File: src/rtl/rib_arbiter.sv
// rib_arbiter: round-robin arbiter for the shared RIB bus.
// Registered one-hot grant, fairness timeout on contended unlocked owners,
// owner bus-lock, and a combinational CPU stall flag.
module rib_arbiter #(
    parameter int unsigned          NUM_M    = 4,
    parameter int unsigned          MAX_HOLD = 16,
    parameter logic [NUM_M-1:0]     CPU_MASK = 4'b0011
) (
    input  logic                       clk,
    input  logic                       rst,
    input  logic [NUM_M-1:0]           req_i,
    input  logic [NUM_M-1:0]           lock_i,
    output logic [NUM_M-1:0]           grant_o,
    output logic [$clog2(NUM_M)-1:0]   grant_idx_o,
    output logic                       grant_valid_o,
    output logic                       hold_flag_o,
    output logic                       timeout_o
);

    localparam int unsigned IW = $clog2(NUM_M);
    localparam int unsigned CW = $clog2(MAX_HOLD + 1);

    typedef enum logic {
        IDLE = 1'b0,
        BUSY = 1'b1
    } state_t;

    state_t            state_q, state_d;
    logic [NUM_M-1:0]  grant_q, grant_d;
    logic [IW-1:0]     idx_q, idx_d;
    logic [IW-1:0]     last_q, last_d;
    logic [CW-1:0]     cnt_q, cnt_d;
    logic              timeout_q, timeout_d;

    logic [IW-1:0]     search_base;
    logic [NUM_M-1:0]  search_mask;
    logic              win_found;
    logic [IW-1:0]     win_idx;
    int unsigned       cand;

    // Round-robin search: first requester after the base index, owner excluded.
    always_comb begin
        search_base = (state_q == BUSY) ? idx_q : last_q;
        search_mask = req_i & ~grant_q;
        win_found   = 1'b0;
        win_idx     = '0;
        cand        = 0;
        for (int unsigned k = 1; k <= NUM_M; k++) begin
            cand = (int'(search_base) + k) % NUM_M;
            if (!win_found && search_mask[cand]) begin
                win_found = 1'b1;
                win_idx   = IW'(cand);
            end
        end
    end

    // Next-state logic: grant, release, hold counter and timeout preemption.
    always_comb begin
        state_d   = state_q;
        grant_d   = grant_q;
        idx_d     = idx_q;
        last_d    = last_q;
        cnt_d     = cnt_q;
        timeout_d = 1'b0;
        case (state_q)
            IDLE: begin
                if (win_found) begin
                    state_d = BUSY;
                    grant_d = NUM_M'(1) << win_idx;
                    idx_d   = win_idx;
                    cnt_d   = '0;
                end
            end
            BUSY: begin
                if (!req_i[idx_q]) begin
                    last_d = idx_q;
                    cnt_d  = '0;
                    if (win_found) begin
                        grant_d = NUM_M'(1) << win_idx;
                        idx_d   = win_idx;
                    end else begin
                        state_d = IDLE;
                        grant_d = '0;
                        idx_d   = '0;
                    end
                end else if (win_found) begin
                    if (!lock_i[idx_q]) begin
                        if (cnt_q == CW'(MAX_HOLD - 1)) begin
                            last_d    = idx_q;
                            grant_d   = NUM_M'(1) << win_idx;
                            idx_d     = win_idx;
                            cnt_d     = '0;
                            timeout_d = 1'b1;
                        end else if (cnt_q != CW'(MAX_HOLD)) begin
                            cnt_d = cnt_q + 1'b1;
                        end
                    end
                end else begin
                    cnt_d = '0;
                end
            end
            default: begin
                state_d = IDLE;
                grant_d = '0;
                idx_d   = '0;
            end
        endcase
    end

    // State registers; reset drops any grant and points last owner at NUM_M-1.
    always_ff @(posedge clk or posedge rst) begin
        if (rst) begin
            state_q   <= IDLE;
            grant_q   <= '0;
            idx_q     <= '0;
            last_q    <= IW'(NUM_M - 1);
            cnt_q     <= '0;
            timeout_q <= 1'b0;
        end else begin
            state_q   <= state_d;
            grant_q   <= grant_d;
            idx_q     <= idx_d;
            last_q    <= last_d;
            cnt_q     <= cnt_d;
            timeout_q <= timeout_d;
        end
    end

    assign grant_o       = grant_q;
    assign grant_idx_o   = idx_q;
    assign grant_valid_o = (state_q == BUSY);
    assign timeout_o     = timeout_q;
    assign hold_flag_o   = rst ? 1'b0 : |(req_i & CPU_MASK & ~grant_q);

endmodule

File: config.mk
export PLATFORM = sky130hd
export DESIGN_NAME = rib_arbiter
export DESIGN_NICKNAME = d
export VERILOG_FILES = /design/src/rtl/rib_arbiter.sv
export SDC_FILE = /design/constraint.sdc
export NUM_CORES = 1
export LEC_CHECK = 0
export BUFFER_PORTS_ARGS = -buffer_cell sky130_fd_sc_hd__buf_2
export CAP_MARGIN = 20
export CELL_PAD_IN_SITES_DETAIL_PLACEMENT = 1
export CELL_PAD_IN_SITES_GLOBAL_PLACEMENT = 2
export CORE_AREA = 2 2 56 58
export DETAILED_ROUTE_END_ITERATION = 7
export DIE_AREA = 0 0 58 60
export PLACE_DENSITY_LB_ADDON = 0.08
export SYNTH_ARGS = -nofsm -noshare
export SYNTH_HDL_FRONTEND = slang
export SYNTH_SLANG_ARGS = --single-unit
export TNS_END_PERCENT = 10
File: constraint.sdc
create_clock -name clk -period 4.8 [get_ports clk]
set_clock_uncertainty 0.2 [all_clocks]
set_input_delay 0.96 -clock clk [delete_from_list [all_inputs] [get_ports clk]]
set_output_delay 0.96 -clock clk [all_outputs]
set_load 0.01 [all_outputs]
Word-level counts from Yosys, hierarchy flattened
Index checks and enable logic that the tools add are counted.

word-level totals
  bits of input ports = 10
  output and inout port bits = 9
  logic and storage cells = 97
  flip-flop bits (word level) = 15

operators by class
  equality and inequality tests = 11
  muxes and demuxes = 55
  bitwise gates (word level) = 4
  shift operators = 1
  reductions and logical operators = 10
  $lt $le $gt $ge = 5
  $add $sub $neg = 5

operator list
  kind                                                         number
  2-to-1 mux 2 bit                                             15
  2-to-1 mux 5 bit                                             6
  2-to-1 mux 4 bit                                             6
  2-to-1 mux 1 bit                                             18
  less-than comparator 2 x 3 -> 1 bit (second input constant)  5
  binary-select mux 1 bit (select 2 bit)                       6
  case mux 5 bit (2 select lines)                              1
  case mux 4 bit (2 select lines)                              1
  AND reduction 4 bit                                          2
  != test 2 bit (second input constant)                        3
  != test 3 bit (second input constant)                        2
  adder 5 x 1 -> 5 bit (second input constant)                 1
  == test 5 x 4 -> 1 bit (second input constant)               1
  != test 5 x 3 -> 1 bit (second input constant)               1
  != test 5 bit (second input constant)                        1
  adder 2 x 1 -> 2 bit (second input constant)                 2
  adder 2 bit (second input constant)                          2
  AND 2 x 4 -> 4 bit                                           1
  AND 4 bit                                                    1
  != test 4 bit (second input constant)                        1
  inverter 4 bit                                               1
  case mux 2 bit (2 select lines)                              1
  OR reduction 4 bit                                           1
  << shifter 1 x 2 -> 4 bit (first input constant)             1
  7 further kinds                                              11

Longest topological paths before layout
Gate-level depths: netlist of run 1.

  word-level depth = 20
  mapped depth = 6
  mapped depth without buffers = 6

Worst setup path after synthesis of run 1
Ideal clock, no wire load.

  path type = input -> output
  from = input req_i[1]
  to = output hold_flag_o
  arrival time = 1.413 ns
  stages = 4
  required time = 3.640 ns
  path slack = 2.227 ns
  buffers on the path = 1
  cell sequence = nor2b_4 -> buf_6 -> nor2_1 -> nor2_1

between the ends
  word-level cells in the longest chain between the ends = 3

RTL lines
  element             RTL line  RTL
  from (decl)         11        input logic [NUM_M-1:0] req_i,
  AND 2 x 4 -> 4 bit  133       assign hold_flag_o = rst ? 1'b0 : |(req_i & CPU_MASK & ~grant_q);
  OR reduction 4 bit  133
  2-to-1 mux 1 bit    133
  to (decl)           16        output logic hold_flag_o,

No other way between the ends.

Worst setup path in the final report of run 1
  from = input req_i[0]
  to = output hold_flag_o

Same word-level chain as after synthesis.

==> results of run 1 <==
-- critical path, delay by kind of cell --
family	cells	cell delay, ps
buf+inv	2	230
simple gates	3	410
-- layer usage --
layer	part of all wire, %	vias to the layer above
li1	-	399
met1	51	406
met2	46	12
met3	2.6	0
met4	0	0
met5	0	-
-- cells by family (layout without fill, tap and decap cells) --
| logic type | after synthesis | in the layout |
|---|---|---|
| compound gates | 29 | 29 |
| fa+ha+maj | 2 | 2 |
| buf+inv | 6 | 26 |
| flops | 15 | 15 |
| mux | 8 | 8 |
| simple gates | 33 | 33 |
-- flip-flops by register name, indices dropped and copies added, names as in the netlist --
name / cells
last_q: 2
grant_valid_o: 1
cnt_q: 5
grant_o: 4
timeout_o: 1
grant_idx_o: 2
-- synthesized netlist by cell type (2+ instances only) --
| cell type | count | share of area, % |
|---|---|---|
| a21oi_1 | 3 | 1.5 |
| dfrtp_1 | 13 | 33 |
| ha_1 | 2 | 2.5 |
| a32o_1 | 4 | 4.0 |
| nor2b_1 | 2 | 1.3 |
| mux2_2 | 2 | 2.3 |
| nand2_1 | 2 | 0.76 |
| o21ai_0 | 3 | 1.5 |
| and2_1 | 2 | 1.3 |
| a22oi_2 | 2 | 2.5 |
| a22o_1 | 2 | 1.8 |
| mux2i_1 | 2 | 2.0 |
| inv_1 | 4 | 1.5 |
| nor3_1 | 2 | 1.0 |
| dfstp_2 | 2 | 5.3 |
| mux2_1 | 2 | 2.3 |
| nor2_1 | 10 | 3.8 |
| nand3_1 | 2 | 1.0 |
| nor2b_2 | 2 | 1.8 |
-- layout make-up --
cell class / count / area [um2] / area share (%)
clock buffer: 4 / 26.3 / 2.32
multi-input combinational: 72 / 581 / 51.3
sequential: 15 / 378 / 33.4
tap: 33 / 41.3 / 3.65
inverter: 4 / 15.0 / 1.33
timing repair buffer: 18 / 90.1 / 7.96
-- metrics by stage --
| stage | util (%) | setup WS [ps] | total power [uW] |
|---|---|---|---|
| 2_1_floorplan | - | 2230 | 508 |
| 3_3_place_gp | 38.1 | 2040 | 601 |
| 3_5_place_dp | 38.1 | 2030 | 607 |
| 4_1_cts | 39.0 | 2030 | 689 |
| 5_1_grt | 39.0 | 1960 | 740 |
| 6_report | 39.0 | 2040 | 681 |
-- power by group --
group | total (uW) | internal (uW) | switching (uW) | leakage (uW)
sequential | 224 | 172 | 51.9 | 0.000188
clock | 73.9 | 32.3 | 41.7 | 0.0000150
combinational | 383 | 173 | 210 | 0.000282
-- worst min-delay path by stage --
stage / start / to / depth (start not counted)
after floorplan: cnt_q[3]$_DFFE_PP0P_ / cnt_q[3]$_DFFE_PP0P_ / 1
after global placement: grant_o[0]$_DFFE_PP0P_ / grant_o[0]$_DFFE_PP0P_ / 1
after detailed placement: grant_o[0]$_DFFE_PP0P_ / grant_o[0]$_DFFE_PP0P_ / 1
after CTS: grant_o[2]$_DFFE_PP0P_ / grant_o[2]$_DFFE_PP0P_ / 1
after global routing: grant_o[2]$_DFFE_PP0P_ / grant_o[2]$_DFFE_PP0P_ / 1
final: grant_o[2]$_DFFE_PP0P_ / grant_o[2]$_DFFE_PP0P_ / 1
==> summary.txt, run 1 <==
status - completed
Fmax achieved - 0.362 GHz
# port buffers - 18
first-pass GRT wire length - 4.14 mm
Worst Path Max Fanout - 4
period utilization - 57.5%
WL/cell - 17.0 um
GRT overflow - 0
Initial Util - 34.1%
GRT Overall Usage - 16.3%
worst r2r path cells - 4
Leak - 0.000485 uW
clk buf depth - 2
RSZ-0062 raised after global routing - false
Diodes inserted - 0
flop2flop setup slack - 2490 ps
die height - 60 um
hold_buf cts - 0
H-tree Lvls - 1
Compound-Gate Fraction of Synth Area - 24.0%
cell with the largest stage delay on the worst path - and2b_1
Fin. Hold Viols - 0
Post-synth top flop - dfrtp_1
simple-gate share of the synthesized area - 21.9%
syn avg cell area - 10.6 um2
Worst Tran Pin Value - 613 ps
YS warnings - 0
Reg-to-Reg End - grant_o[2]$_DFFE_PP0P_
Req. time, crit path - 3640 ps
buffer count from post-CTS setup fixing - 0
Rel. slew slack - 58.8%
met1 global-route usage - 23.9%
clock root buffer - clkbuf_4
Reg clk slew, reported paths - 80 ps
final WL - 2.48 mm
Design Area, Final - 1130 um2
setup violators final - 0
ys async rst share - 100%
layer with the highest usage - met2
worst-path cell chain - buf_2, and2b_1, nor2_1, nor2_1, buf_2
Fillers - 331
clock tree sinks - 15
final-stage net count - 126
Worst VDD drop - 250 uV
Post-Synth XOR/XNOR Area - 0%
Yosys cell types - 49
sequential share of the synthesized area - 38.2%
setup_tns - 0 ps
crit path capture - hold_flag_o
Inst Count DP - 142
max incr delay on CP - 210 ps
Min Hold Slack - 353 ps
later-pin clock latency in the skew report - 290 ps
largest net degree at the start of global routing - 16
main combinational cell family by area after synthesis - compound AO/OA/AOI/OAI gates
# DRC - 0
post-CTS sizing - 0
met2 Use GR - 24.0%
die width - 58 um
# IOs - 19
leading cell type in the layout, fill and taps excluded - buf_2
post-synthesis adder-cell area fraction - 2.53%
row count - 20
Post-synth EDFFs - 0
commonest cells after routing, fill and taps aside - buf_2, dfrtp_1, nor2_1
Worst setup startpoint - req_i[0]
Die Area - 3480 um2
Area growth, synth to finish - 14.3%
hpwl dp - 1.95 mm
Global Route met3 Usage - 3.90%
Critical Path End Type - output pin
Slew Limit Fails - 0
Mapped Cells - 93
critical path launch point type - input pin
GPL Wtd Cong - 0.696
critical path class - input pin to output pin
initial antenna violation count - 0
CTS tree - yes
number of global-route vias before repair - 828
PD cells - 602 nW/um2
core area - 2900 um2
hold crit path type - flop to flop
maxcap violations - 0
vias per inst - 5.60
Post-DP Area - 1100 um2
post-route ant nets - 0
CP arrival - 1600 ps
Finished Layout Cells - 146
fraction of layout cells with a size suffix above 1 - 35.4%
net count after synthesis - 105
CTS Buf Count - 3
Vias - 817
detailed-router iteration count before antenna repair - 4
iteration-0 DRC count of the detailed router - 32
Yosys reg bits - 15
Syn Std Cell Area - 990 um2
Final min period - 2760 ps
post-synthesis mux area share - 10.2%
RR Startpoint - grant_valid_o$_DFF_PP0_
No activity file was read; power rests on OpenSTA's default activity.
==> run 2: changes to the inputs <==
ABC_AREA = 1   (was unset)
CORE_AREA = 2 2 67 69   (was 2 2 56 58)
DIE_AREA = 0 0 69 71   (was 0 0 58 60)
clock period = 2.8 ns   (was 4.8 ns; I/O delays follow)
==> run 2 against run 1 <==
Against the previous run: non-clock buffer count did not move; synthesized cell count rose by 100%; via count grew 55%; first-iteration DRC count increased by 19%; sequential cell count unchanged; setup slack got worse by 1500 ps; total power grew to 2.8 times the previous value; register-to-register slack worse by 2000 ps; largest power group unchanged.
==> summary.txt, run 2 <==
Vias - 1264 (+55%)
Req. time, crit path - 2740 ps (-900 ps)
Fmax achieved - 0.437 GHz
# IOs - 19 (unchanged)
Leak - 0.000796 uW (+64%)
clk buf depth - 2 (unchanged)
GRT Overall Usage - 15.1% (-1.2 points)
Synth area leaders - dfrtp_1, nand2_1, nand3_1
syn avg cell area - 6.52 um2 (-39%)
detailed-router iteration count before antenna repair - 4 (unchanged)
YS warnings - 0 (unchanged)
Compound-Gate Fraction of Synth Area - 7.38% (-17 points)
critical path launch point type - flop
Yosys reg bits - 15 (unchanged)
vias per inst - 4.86 (-13%)
CTS tree - yes
Slew Limit Fails - 0 (unchanged)
Synth top cells by count - nand2_1, inv_1, nand3_1
iteration-0 DRC count of the detailed router - 38 (+19%)
setup violators final - 0 (unchanged)
hpwl dp - 3.03 mm (+55%)
post-route ant nets - 0 (unchanged)
Fin. Hold Viols - 0 (unchanged)
setup_tns - 0 ps (unchanged)
Post-synth EDFFs - 0 (unchanged)
# port buffers - 18 (unchanged)
CP arrival - 2230 ps (+630 ps)
period utilization - 81.7%
buffer count from post-CTS setup fixing - 0 (unchanged)
Post-synth top flop - dfrtp_1
WL/cell - 13.9 um (-18%)
Yosys cell types - 24 (-51%)
die width - 69 um (+19%)
Worst setup startpoint - grant_valid_o$_DFF_PP0_
sequential share of the synthesized area - 31.0% (-7.2 points)
later-pin clock latency in the skew report - 250 ps (-40 ps)
maxcap violations - 0 (unchanged)
Die Area - 4900 um2 (+41%)
Design Area, Final - 1410 um2 (+25%)
CTS Buf Count - 3 (unchanged)
post-synthesis adder-cell area fraction - 2.05% (-0.48 points)
max incr delay on CP - 460 ps (+250 ps)
H-tree Lvls - 1 (unchanged)
critical path class - flop to flop
# DRC - 0 (unchanged)
ys async rst share - 100% (unchanged)
CP most frequent cell - nand2_1
Rel. slew slack - 57.0% (-1.9 points)
GPL Wtd Cong - 0.796 (+14%)
number of global-route vias before repair - 1281 (+55%)
hold_buf cts - 0 (unchanged)
Area growth, synth to finish - 15.5%
Syn Std Cell Area - 1220 um2 (+23%)
PD cells - 1340 nW/um2 (+120%)
worst-path cell chain - inv_2, nand2_1, nand2_2, nand2_1, nand2_1, nand2_1, nand2_2, nand3_2, nor2_4, nand2_4, nand2_2, inv_2, nand3_1, nand2_1
Reg clk slew, reported paths - 60 ps (-20 ps)
Worst Path Max Fanout - 8 (+4)
clock tree sinks - 15 (unchanged)
post-synthesis mux area share - 0% (-10 points)
CP Buf/Inv Count - 2 (unchanged)
Synth area leader - dfrtp_1
Mapped Cells - 187 (+100%)
most frequent cell after synthesis - nand2_1
Critical Path End Type - flop
cell with the largest stage delay on the worst path - dfrtp_1
GRT overflow - 0 (unchanged)
fraction of layout cells with a size suffix above 1 - 20.7% (-15 points)
final-stage net count - 221 (+75%)
RSZ-0062 raised after global routing - false
simple-gate share of the synthesized area - 49.2% (+27 points)
row count - 24 (+20%)
Worst VDD drop - 460 uV (+84%)
RR Startpoint - grant_valid_o$_DFF_PP0_
Worst Tran Pin Value - 645 ps (+31.6 ps)
post-CTS sizing - 0 (unchanged)
initial antenna violation count - 0 (unchanged)
largest net degree at the start of global routing - 16 (unchanged)
status - completed
die height - 71 um (+18%)
main combinational cell family by area after synthesis - simple AND/OR/NAND/NOR gates
leading cell type in the layout, fill and taps excluded - nand2_1
Final min period - 2290 ps
core area - 4200 um2 (+45%)
clock root buffer - clkbuf_8
Post-Synth XOR/XNOR Area - 1.44% (+1.4 points)
most flop-heavy register - cnt_q
Diodes inserted - 0 (unchanged)
Initial Util - 29.0% (-5.1 points)
max FFs per register - 5 (unchanged)
CP top delay family - simple AND/OR/NAND/NOR gates
hold crit path type - input pin to async pin
Post-DP Area - 1360 um2 (+23%)
first-pass GRT wire length - 5.99 mm (+45%)
Min Hold Slack - 205 ps (-148 ps)
post-synth top area share - 26.7% (-6.2 points)
final WL - 3.62 mm (+46%)
net count after synthesis - 199 (+90%)
commonest cells after routing, fill and taps aside - nand2_1, inv_1, nand3_1
run 2: cell types whose count changed after synthesis, sizes merged, moves of 4 or more:
cell / before / now
a32o: 4 / 0
nand3: 2 / 24
o21ai: 4 / 10
mux2: 4 / 0
nor2: 11 / 18
nand2: 2 / 77
inv: 4 / 26
nor2b: 5 / 0
run 2: per-layer routing:
metal  vias up  part of all wire, %  wire length (um)  GRT usage (%)
met5         -                    0                 0              0
met4         0                 0.80                29           3.27
met3         4                  1.9                70           1.99
met2        14                   51              1830           28.1
met1       611                   47              1690           18.6
li1        635                    -                 -              -
run 2: worst paths after layout:
path | endpoint | slack, ps | cells after the start
setup / recovery | cnt_q[1]$_DFFE_PP0P_ | 510 | 14
hold / removal | grant_idx_o[1]$_DFFE_PP0P_ | 200 | 2
setup reg to reg | cnt_q[1]$_DFFE_PP0P_ | 510 | 14
hold reg to reg | last_q[1]$_DFFE_PP1P_ | 310 | 2
max in group asynchronous | cnt_q[1]$_DFFE_PP0P_ | 1780 | 2
min in group clk | last_q[1]$_DFFE_PP1P_ | 310 | 2
run 2: power by group:
group | internal (uW) | total, uW | leakage, uW | switching [uW]
Clock | 101 | 176 | 0.0000228 | 75.0
Combinational | 392 | 1300 | 0.000585 | 910
Sequential | 308 | 406 | 0.000188 | 97.5
Total | 801 | 1880 | 0.000796 | 1080
run 2: worst register-to-register path, cell delays in order (launching register included):
cell	delay, ps
dfrtp_1	460
inv_2	210
nand2_1	100
nand2_2	140
nand2_1	90
nand2_1	120
nand2_1	90
nand2_2	120
nand3_2	130
nor2_4	170
nand2_4	90
nand2_2	80
inv_2	60
nand3_1	80
nand2_1	60
run 2: cells by family (layout without fill, tap and decap cells):
family,Yosys count,count (layout)
flip-flops,15,15
adder cells (fa/ha/maj),2,2
XOR/XNOR,2,2
buffers and inverters,27,48
AO/OA/AOI/OAI,17,17
AND/OR/NAND/NOR,124,124
run 2: through the flow:
stage / cells / setup WS, ps / power (uW) / utilization (%)
after floorplan: 187 / 828 / 1390 / -
after global placement: 256 / 558 / 1690 / 32.4
after detailed placement: 256 / 492 / 1730 / 32.4
after CTS: 260 / 491 / 1920 / 33.5
after global routing: 260 / 293 / 2090 / 33.5
final: 260 / 512 / 1880 / 33.5
run 2: final cells by class:
cell class / count / area [um2]
flip-flops and latches: 15 / 378
fillers: 563 / 2800
repair buffers: 18 / 90.1
inverters: 26 / 97.6
multi-input cells: 145 / 733
well taps: 52 / 65.1
clock buffers: 4 / 45.0
==> run 3: changes to the inputs <==
ABC_AREA = 0   (was 1)
CORE_AREA = 2 2 57 59   (was 2 2 67 69)
DIE_AREA = 0 0 59 61   (was 0 0 69 71)
clock period = 2.2 ns   (was 2.8 ns; I/O delays follow)
==> run 3 against run 2 <==
Against the previous run: global-route usage up 0.66 points; sequential power up 21%; critical path depth down 9; sequential cell count unchanged; design area down 16%; fmax up 9.6%; total power down 16%; setup slack worse by 400 ps; hold slack worse by 180 ps; register-to-register slack worse by 400 ps; non-clock buffer count up 5.
==> summary.txt, run 3 (synthesis gave the netlist of run 1 again) <==
Worst VDD drop - 629 uV (+37%)
CP arrival - 2090 ps (-140 ps)
fraction of layout cells with a size suffix above 1 - 39.8% (+19 points)
RR Startpoint - grant_idx_o[0]$_DFFE_PP0P_
Reg clk slew, reported paths - 90 ps (+30 ps)
largest net degree at the start of global routing - 16 (unchanged)
later-pin clock latency in the skew report - 280 ps (+30 ps)
final-stage net count - 131 (-41%)
Initial Util - 33.5% (+4.5 points)
PD cells - 1330 nW/um2 (-0.50%)
GPL Wtd Cong - 0.748 (-6.0%)
hpwl dp - 1.94 mm (-36%)
initial antenna violation count - 0 (unchanged)
cell with the largest stage delay on the worst path - mux4_2
Leak - 0.000511 uW (-36%)
Diodes inserted - 0 (unchanged)
area occupied by multi-input gates - 598 um2 (-18%)
leading cell type in the layout, fill and taps excluded - buf_2
GRT overflow - 0 (unchanged)
Fin. Hold Viols - 0 (unchanged)
CP top delay family - multiplexers
Vias - 838 (-34%)
sequential share of power - 31.2% (+9.7 points)
register area - 379 um2 (+0.33%)
Finished Layout Cells - 151 (-42%)
flop2flop setup slack - 110 ps (-400 ps)
Rel. slew slack - 59.5% (+2.5 points)
Psw - 681 uW (-37%)
critical path launch point type - flop
post-route ant nets - 0 (unchanged)
H-tree Lvls - 1 (unchanged)
# port buffers - 18 (unchanged)
status - completed
clock root buffer - clkbuf_4
critical path class - flop to flop
period utilization - 94.9% (+13 points)
die width - 59 um (-14%)
Reg-to-Reg End - last_q[1]$_DFFE_PP1P_
# IOs - 19 (unchanged)
first-pass GRT wire length - 4.18 mm (-30%)
core area - 2950 um2 (-30%)
Fillers - 353 (-37%)
clock tree sinks - 15 (unchanged)
final core occ - 40.2% (+6.7 points)
max FFs per register - 5 (unchanged)
setup violators final - 0 (unchanged)
commonest cells after routing, fill and taps aside - buf_2, dfrtp_1, nor2_1
setup_tns - 0 ps (unchanged)
CTS Buf Count - 3 (unchanged)
CP Buf/Inv Count - 0 (-2)
Inst Count DP - 146 (-43%)
Worst Path Max Fanout - 6 (-2)
Combinational Power Share - 59.0% (-10 points)
max incr delay on CP - 610 ps (+150 ps)
Fmax achieved - 0.479 GHz (+9.6%)
total stage count of the critical path - 5 (-9)
CTS tree - yes
Die Area - 3600 um2 (-27%)
clk buf depth - 2 (unchanged)
maxcap violations - 0 (unchanged)
# DRC - 0 (unchanged)
most flop-heavy register - cnt_q
worst-path cell chain - mux4_2, nor2_2, a21oi_2, nor2b_2, mux2_1
hold crit path type - input pin to async pin
die height - 61 um (-14%)
Area growth, synth to finish - 20.0%
number of global-route vias before repair - 865 (-32%)
Worst Tran Pin Value - 607 ps (-37.4 ps)
iteration-0 DRC count of the detailed router - 30 (-21%)
Final min period - 2090 ps (-200 ps)
Pint - 898 uW (+12%)
row count - 20 (-17%)
Critical Path End Type - flop
sw frac - 43.1% (-14 points)
final WL - 2.45 mm (-32%)
share of power burned in the clock network - 9.8% (+0.5 points)
vias per inst - 5.55 (+14%)
Slew Limit Fails - 0 (unchanged)
WL/cell - 16.2 um (+17%)
worst r2r path cells - 5 (-9)
Req. time, crit path - 2210 ps (-530 ps)
GRT Overall Usage - 15.8% (+0.66 points)
detailed-router iteration count before antenna repair - 4 (unchanged)
==> run 3: cell types whose count changed in the layout (fill, tap and decap cells not counted), moves of 4 or more <==
| cell | previous run | this run |
|---|---|---|
| nand2_1 | 64 | 2 |
| inv_1 | 24 | 4 |
| nand3_1 | 22 | 2 |
| nand2_2 | 10 | 0 |
| nor2_1 | 17 | 9 |
| o21ai_0 | 9 | 3 |
| buf_4 | 0 | 5 |
| a32o_1 | 0 | 4 |
==> run 3: how the worst max path moves through the flow <==
stage	start	slack, ps	to
floorplan	grant_idx_o[0]$_DFFE_PP0P_	140	last_q[1]$_DFFE_PP1P_
global placement	grant_idx_o[0]$_DFFE_PP0P_	0.06	last_q[0]$_DFFE_PP1P_
detailed placement	grant_idx_o[0]$_DFFE_PP0P_	-20	last_q[0]$_DFFE_PP1P_
CTS	grant_idx_o[0]$_DFFE_PP0P_	40	last_q[0]$_DFFE_PP1P_
global route	grant_valid_o$_DFF_PP0_	-50	grant_o[3]$_DFFE_PP0P_
finish	grant_idx_o[0]$_DFFE_PP0P_	110	last_q[1]$_DFFE_PP1P_
==> run 3: final cells by class <==
class | count | area share, %
Inverter | 4 | 1.26
Tap cell | 33 | 3.48
Sequential cell | 15 | 31.9
Clock buffer | 4 | 2.21
Multi-Input combinational cell | 72 | 50.4
Timing Repair Buffer | 23 | 10.7
==> run 3: repair_timing <==
action	in CTS	in global routing
gates resized for setup	1	3
hold buffers	0	0
setup buffers	0	1
endpoints found under the setup margin	3	7
==> run 3: worst register-to-register path, cell delays in order, from the launching register on <==
cell     delay, ps
dfrtp_2        450
mux4_2         610
nor2_2         200
a21oi_2         80
nor2b_2        150
mux2_1         330
==> run 3: per-stage QoR <==
stage	setup slack, ps	hold slack, ps	total power [uW]	cell area (um2)
CTS	44.6	48.1	1550	1160
detailed placement	-21.3	313	1390	1130
floorplan	136	140	1110	990
finish	112	27.7	1580	1190
global route	-51.4	64.9	1720	1190
global placement	0.0626	311	1370	1130
==> run 3: routing by layer <==
metal	GRT usage, %	vias up	part of all wire, %
li1	-	406	-
met1	22.9	416	52
met2	24.1	14	44
met3	2.56	2	2.6
met4	4.87	0	0.73
met5	0	-	0
==> run 3: power by group through the flow <==
| stage | Combinational [uW] | Clock, uW | Sequential, uW |
|---|---|---|---|
| floorplan | 625 | 0 | 484 |
| global placement | 884 | 0 | 485 |
| detailed placement | 898 | 0 | 490 |
| CTS | 902 | 163 | 487 |
| global route | 1030 | 175 | 511 |
| finish | 932 | 155 | 492 |
